<file path="config.mk">
export PLATFORM = sky130hd
export DESIGN_NAME = led_array_scanner_flat
export DESIGN_NICKNAME = d
export VERILOG_FILES = /design/src/rtl/led_array_scanner_if.sv /design/src/rtl/led_array_scanner.sv /design/src/flat_wrapper.sv
export SDC_FILE = /design/constraint.sdc
export NUM_CORES = 1
export LEC_CHECK = 0
export ABC_AREA = 1
export CELL_PAD_IN_SITES_DETAIL_PLACEMENT = 1
export CELL_PAD_IN_SITES_GLOBAL_PLACEMENT = 2
export CORE_ASPECT_RATIO = 0.75
export CORE_MARGIN = 4
export CORE_UTILIZATION = 35
export CTS_BUF_LIST = sky130_fd_sc_hd__clkbuf_16
export DETAILED_ROUTE_END_ITERATION = 10
export PLACE_DENSITY_LB_ADDON = 0.1
export SYNTH_ARGS = -nofsm -noshare
export SYNTH_HDL_FRONTEND = slang
export SYNTH_SLANG_ARGS = --single-unit
</file>
<file path="constraint.sdc">
create_clock -name clk -period 5.1 [get_ports clk]
set_input_delay 1.275 -clock clk [delete_from_list [all_inputs] [get_ports clk]]
set_output_delay 1.275 -clock clk [all_outputs]
set_load 0.05 [all_outputs]
</file>
<file path="src/rtl/led_array_scanner_if.sv">
// Frame-load and LED drive signals of the LED array scanner.
interface led_array_scanner_if #(
  parameter int N = 5
);
  logic           ena;
  logic           load;
  logic [N*N-1:0] cells_in;
  logic [N-1:0]   rows;
  logic [N-1:0]   cols;
  logic           frame_done;

  modport master (output ena, load, cells_in, input rows, cols, frame_done);
  modport slave  (input ena, load, cells_in, output rows, cols, frame_done);
endinterface

</file>
<file path="src/rtl/led_array_scanner.sv">
// Column-multiplexed N x N LED array scanner with a double-buffered frame
// that only swaps at a frame boundary, so a displayed frame is never torn.
module led_array_scanner #(
  parameter int N     = 5,
  parameter int DWELL = 1000
) (
  input  logic                  clk,
  input  logic                  rst,
  led_array_scanner_if.slave    bus
);

  if (N < 2 || N > 8) begin : g_bad_n
    $error("led_array_scanner: N must be in 2..8");
  end
  if (DWELL < 1) begin : g_bad_dwell
    $error("led_array_scanner: DWELL must be >= 1");
  end

  localparam int XW = $clog2(N);
  localparam int DW = $clog2(DWELL) + 1;
  localparam logic [XW-1:0] XLAST = XW'(N - 1);
  localparam logic [DW-1:0] DLAST = DW'(DWELL - 1);

  typedef enum logic [1:0] {IDLE, SCAN, BLANK} state_t;

  state_t         state_q, state_d;
  logic [XW-1:0]  x_q, x_d;
  logic [DW-1:0]  dwell_q, dwell_d;
  logic [N*N-1:0] display_q, display_d;
  logic [N*N-1:0] shadow_q, shadow_d;
  logic           pending_q, pending_d;
  logic [N-1:0]   lit;

  always_ff @(posedge clk or posedge rst) begin
    if (rst) begin
      state_q   <= IDLE;
      x_q       <= '0;
      dwell_q   <= '0;
      display_q <= '0;
      shadow_q  <= '0;
      pending_q <= 1'b0;
    end else begin
      state_q   <= state_d;
      x_q       <= x_d;
      dwell_q   <= dwell_d;
      display_q <= display_d;
      shadow_q  <= shadow_d;
      pending_q <= pending_d;
    end
  end

  always_comb begin
    state_d   = state_q;
    x_d       = x_q;
    dwell_d   = dwell_q;
    display_d = display_q;
    shadow_d  = shadow_q;
    pending_d = pending_q;
    case (state_q)
      IDLE: begin
        // Nothing is being shown mid-frame, so a new frame goes straight in.
        if (bus.load) begin
          display_d = bus.cells_in;
          pending_d = 1'b0;
        end
        if (bus.ena) begin
          state_d = SCAN;
          x_d     = '0;
          dwell_d = '0;
        end
      end
      default: begin
        if (bus.load) begin
          shadow_d  = bus.cells_in;
          pending_d = 1'b1;
        end
        if (!bus.ena) begin
          state_d = IDLE;
          x_d     = '0;
          dwell_d = '0;
        end else if (state_q == SCAN) begin
          if (dwell_q == DLAST) begin
            state_d = BLANK;
            dwell_d = '0;
          end else begin
            dwell_d = dwell_q + DW'(1);
          end
        end else begin
          state_d = SCAN;
          if (x_q == XLAST) begin
            // Frame boundary: a same-cycle load wins over the older pending frame.
            x_d = '0;
            if (bus.load) begin
              display_d = bus.cells_in;
              pending_d = 1'b0;
            end else if (pending_q) begin
              display_d = shadow_q;
              pending_d = 1'b0;
            end
          end else begin
            x_d = x_q + XW'(1);
          end
        end
      end
    endcase
  end

  for (genvar r = 0; r < N; r++) begin : g_row
    logic [N-1:0] row_cells;
    assign row_cells = display_q[r*N +: N];
    assign lit[r]    = row_cells[x_q];
  end

  always_comb begin
    bus.rows = '1;
    bus.cols = '0;
    if (state_q == SCAN) begin
      bus.rows = ~lit;
      bus.cols = N'(1) << x_q;
    end
    bus.frame_done = (state_q == BLANK) && (x_q == XLAST);
  end

endmodule

</file>
<file path="src/flat_wrapper.sv">
// flat-port wrapper written by rule: the top's interface ports become plain ports
module led_array_scanner_flat 
#(
  parameter int N     = 5,
  parameter int DWELL = 1000
)
  (clk, rst, bus_ena, bus_load, bus_cells_in, bus_rows, bus_cols, bus_frame_done);
  led_array_scanner_if #(.N(N)) bus_i ();
  input  logic clk;
  input  logic rst;
  input wire logic [$bits(bus_i.ena)-1:0] bus_ena;
  input wire logic [$bits(bus_i.load)-1:0] bus_load;
  input wire logic [$bits(bus_i.cells_in)-1:0] bus_cells_in;
  output wire logic [$bits(bus_i.rows)-1:0] bus_rows;
  output wire logic [$bits(bus_i.cols)-1:0] bus_cols;
  output wire logic [$bits(bus_i.frame_done)-1:0] bus_frame_done;
  assign bus_i.ena = bus_ena;
  assign bus_i.load = bus_load;
  assign bus_i.cells_in = bus_cells_in;
  assign bus_rows = bus_i.rows;
  assign bus_cols = bus_i.cols;
  assign bus_frame_done = bus_i.frame_done;
  led_array_scanner #(.N(N), .DWELL(DWELL)) u_core (.clk(clk), .rst(rst), .bus(bus_i));
endmodule
</file>
Yosys cells after proc, flatten, opt, wreduce, memory -nomap -nowiden
Index checks and enable logic that the tools add are counted.
- register bits after elaboration: 67
- input port bits: 29
- output and inout bits: 11
- word-level logic and storage cells: 74
- $add $sub $neg: 2
- order comparisons: 1
- eq/ne operators: 11
- shift-type cells: 1
- muxes and demuxes: 42
- bitwise operators: 2
- reductions and logical operators: 9
- operator list (kind ; count):
    $mux 25 ; 7
    $mux 11 ; 5
    $bmux 1 s3 ; 5
    $mux 3 ; 5
    $mux 1 ; 13
    $add 11x1->11 const B ; 1
    $eq 11x10->1 const B ; 1
    $mux 2 ; 5
    $mux 5 ; 2
    $reduce_and 2->1 ; 4
    $ne 2x2->1 const B ; 3
    $not 5->5 ; 1
    $reduce_and 5->1 ; 1
    $shl 1x3->5 const A ; 1
    $lt 3x4->1 const B ; 1
    $ne 4x2->1 const B ; 1
    $ne 4x4->1 const B ; 1
    $reduce_bool 2->1 ; 2
    $add 3x1->3 const B ; 1
    $eq 3x3->1 const B ; 1
    $ne 3x1->1 const B ; 1
    $ne 3x3->1 const B ; 1
    $eq 2x1->1 const B ; 1
    $eq 2x2->1 const B ; 1
    3 further kinds ; 3

Depth between registers and ports, before layout
- word-level depth: 7
- mapped depth: 12
- gate-level depth less buffers: 10

Worst setup path after synthesis
OpenSTA, ideal clock, no wires.
- path kind: register to output
- start point: register u_core.x_q[1]
- end point: output port bus_frame_done
- arrival time: 1.976 ns
- path slack: 1.849 ns
- cell stages (with the launch flop): 6
- path buffers: 1
- cell sequence: dfrtp_1 -> buf_2 -> clkinv_1 -> ha_1 -> nand2_2 -> nor3_1
- longest elaborated chain between the ends: 2
- RTL lines (item ; RTL line ; RTL):
    start, declared ; led_array_scanner.sv:27 ; logic [XW-1:0] x_q, x_d;
    start signal, assigned ; led_array_scanner.sv:37 ; x_q <= '0;
    start signal, assigned ; led_array_scanner.sv:44 ; x_q <= x_d;
    $eq 3x3->1 ; led_array_scanner.sv:121 ; bus.frame_done = (state_q == BLANK) && (x_q == XLAST);
    $logic_and 1x1->1 ; led_array_scanner.sv:121 ;
    end, declared ; flat_wrapper.sv:16 ; output wire logic [$bits(bus_i.frame_done)-1:0] bus_frame_done;
No other way between the ends.

Final worst setup path
- start point: register u_core.x_q[0]
- end point: output port bus_rows[1]
- longest elaborated chain between the ends: 4
- RTL lines (item ; RTL line ; RTL):
    $bmux 1 s3 ; led_array_scanner.sv:111 ; assign lit[r] = row_cells[x_q];
    $mux 1 (implied by the code) ; led_array_scanner.sv:111 ;
    $not 5->5 ; led_array_scanner.sv:118 ; bus.rows = ~lit;
    $mux 5 ; led_array_scanner.sv:117 ; if (state_q == SCAN) begin
    end, declared ; flat_wrapper.sv:14 ; output wire logic [$bits(bus_i.rows)-1:0] bus_rows;
No other way between the ends. The select of a mux whose other input is x is not followed.

==> metrics <==
status finished clean; TritonCTS clock tree done; maxcap violations 0; routed wire length per instance 13.7 microns; height of the die 94.2 microns; fraction of the mapped netlist area in adder cells under 10%; synthesized net count 488; hold buffers post-CTS 0; Layout Skew 0.00727 ns; hold crit path type reg2reg; fillers 1188; sequential power share 43.8%; number of core rows 31; worst slew pin tran between 1 and 1.5 ns; CP peak stage delay 0.84 ns; Synth Area in Compound Gates 14.7%; Placed Cells 608; die area between 10000 and 15000 sq um; antenna cells 0; routability cong. 0.775; number of global-route vias before repair 3064; Worst Min Path Start u_core.display_q[9]; Final setup viols 0; Clk pwr share 42.3%; R2R Setup Slk 2.57 ns; endpoint class of the critical path primary output; highest clock rate 262 MHz; final WL roughly 8600 microns; worst skew pair latency about 0.33 ns; Internal Power 0.00104 W; CP max FO 13; FF-to-FF Start u_core.x_q[0]; post-detail-place hpwl around 6200 microns; Synth Area in XOR/XNOR less than 1%; Syn-to-layout area delta 21.9%; aggregate global routing overflow 0; Port Buf Inserts 39; sw power 0.000376 W; CTS-repair resized insts 0; CTS buffer count 9; largest family of logic cells by synthesized area simple AND/OR/NAND/NOR gates; maximum vdd drop 0.189 mV; Yosys reg bits 67; Final Instance Count excl. Fillers between 600 and 700; Reg-to-Reg End u_core.display_q[19]; Logic pwr share 13.9%; synthesized area per cell 7.65 sq um; Cell Pwr Density between 300 and 400 nW/um^2; worst rel slew slack 19.8%; Synth cell types 26; H-Tree Depth 3; WP data required 3.83 ns; number of vias per cell 4.66; final count of pins violating max slew 0; Iter 0 DRT Violations 119; die width 123 microns; RSZ-0062 raised after global routing no; clock transition at the registers of the reported paths 0.06 ns; Routed Antenna Nets 0; Nets 522; Core Area 9660 sq um; largest net degree at the start of global routing 51; worst hold path depth 2; initial antenna violation count 0; CTS Root Cell clkbuf_16; Initial Utilization 35.9%; minimum clock period after layout 3.82 ns; gate count of the mapped netlist approximately 450; Hold Vio Cnt, Final 0; Min-Delay Endpoint u_core.display_q[9]; crit path kind reg2out; first-pass GRT wire length roughly 15000 microns; Simple-Gate Fraction of Synth Area between 20 and 25%; YS warnings 0; crit path cell chain clkinv_1 -> nand2_1 -> nor2_1 -> o21ai_0 -> clkdlybuf4s50_1; Clock Path Buffers 2; CP max stage cell clkdlybuf4s50_1; critical path arrival 2.54 ns; mux contribution to synthesized area 0.289%; Initial DRT Pass Iterations 4; IO Count 40; part of the Yosys area used for sequential elements slightly below 50%; post-CTS setup buffers 0; Tcrit/Tclk final 74.9%; sw frac 26.6%; Static Leak 2.02 nW; Sum Neg Setup Slack 0 ns; DRC 0; reg2reg path depth 10; crit path launch type register; post-synthesis cell area 3470 sq um; vias 2906; clock sinks 67; total track usage 16.4%; fraction of layout cells with a size suffix above 1 9.15%
power by group through the flow:
stage / registers, W / clock network [W] / logic [W]
after floorplan: 0.000617 / 0 / 0.000139
after global placement: 0.000627 / 0 / 0.000194
after detailed placement: 0.000628 / 0 / 0.000200
after CTS: 0.000620 / 0.000611 / 0.000201
after global routing: 0.000627 / 0.000640 / 0.000226
final: 0.000619 / 0.000598 / 0.000196
area by class of cell:
type / count / area, sq um / area share, %
clock inverter: 7 / 60.1 / 1.42
tap: 132 / 165 / 3.91
timing repair buffer: 42 / 413 / 9.77
clock buffer: 9 / 225 / 5.33
sequential: 67 / 1680 / 39.7
multi-input combinational: 314 / 1490 / 35.2
inverter: 53 / 199 / 4.71
Yosys cell counts, drive strengths merged:
| master | count | area share (%) |
|---|---|---|
| clkinv | 3 | 0.32 |
| ha | 6 | 2.2 |
| buf | 15 | 2.9 |
| o21ai | 66 | 11 |
| nor2 | 59 | 6.6 |
| mux2i | 1 | 0.29 |
| xor2 | 2 | 0.51 |
| clkbuf | 4 | 0.43 |
| nand4 | 3 | 0.54 |
| a21oi | 23 | 3.4 |
| dfrtp | 67 | 48 |
| nor3 | 4 | 0.58 |
| o31ai | 2 | 0.43 |
| o22ai | 1 | 0.18 |
| inv | 50 | 5.4 |
| nand3 | 11 | 1.6 |
| nand2 | 135 | 15 |
| xnor2 | 1 | 0.25 |
critical path: cells and delay by family, from the launching register on:
kind	cells	cell delay [ns]
buffers and inverters	2	1.20
flip-flops	1	0.57
AND/OR/NAND/NOR	2	0.26
AO/OA/AOI/OAI	1	0.19
per-layer routing:
metal / up-vias / routed length [microns] / track usage, %
li1: 1490 / - / -
met4: 0 / 51 / 3.63
met5: - / 0 / 0
met3: 4 / 269 / 4.33
met1: 1378 / 4570 / 23.7
met2: 34 / 3670 / 24.4
per-stage QoR:
stage / worst slack, ns / utilization [%] / total power, W / area (sq um) / hold slack, ns
2_1_floorplan: 1.85 / - / 0.000756 / 3470 / 0.444
5_1_grt: 1.00 / 43.8 / 0.00149 / 4230 / 0.509
3_5_place_dp: 1.60 / 40.8 / 0.000828 / 3940 / 0.476
6_report: 1.28 / 43.8 / 0.00141 / 4230 / 0.487
4_1_cts: 1.25 / 43.8 / 0.00143 / 4230 / 0.490
3_3_place_gp: 1.64 / 40.8 / 0.000821 / 3940 / 0.467
cell usage in the layout, fill, tap and decap left out:
cell type        count
bufinv_16            1
xnor2_1              1
inv_1               49
nand2_1            124
ha_1                 6
nor3_1               4
o22ai_1              1
nor2_2               3
clkinv_1             4
clkinvlp_4           1
clkdlybuf4s50_1     39
a21oi_2              1
nand3_1             11
o21ai_2             10
nand4_1              3
o21ai_1              9
dfrtp_1             67
nor2_1              56
mux2i_1              1
inv_2                2
nand2_2             11
o21ai_0             46
o31ai_1              2
clkbuf_16            9
a21oi_1             22
clkinv_2             3
buf_4                3
o21ai_4              1
xor2_1               2
logic make-up after synthesis:
kind of cell / after synthesis
and+or+nand+nor: 212
AOI/OAI and AO/OA: 92
buffers and inverters: 72
DFF: 67
adders and majority gates: 6
xor gates and xnor gates: 3
muxes: 1
how the worst max path moves through the flow:
| stage | slack, ns | cells after the start | to | startpoint |
|---|---|---|---|---|
| floorplan | 1.85 | 5 | bus_frame_done | u_core.x_q[1] |
| global placement | 1.64 | 7 | bus_rows[2] | u_core.state_q[1] |
| detailed placement | 1.60 | 5 | bus_rows[0] | u_core.x_q[0] |
| CTS | 1.25 | 5 | bus_rows[0] | u_core.x_q[0] |
| global route | 1.00 | 5 | bus_rows[0] | u_core.x_q[0] |
| finish | 1.28 | 5 | bus_rows[1] | u_core.x_q[0] |
flip-flops by register name, indices dropped and copies added, names as in the netlist:
| signal | cells |
|---|---|
| u_core.display_q | 25 |
| u_core.state_q | 2 |
| u_core.dwell_q | 11 |
| u_core.shadow_q | 25 |
| u_core.pending_q | 1 |
| u_core.x_q | 3 |
(Power assumes the default switching activity.)
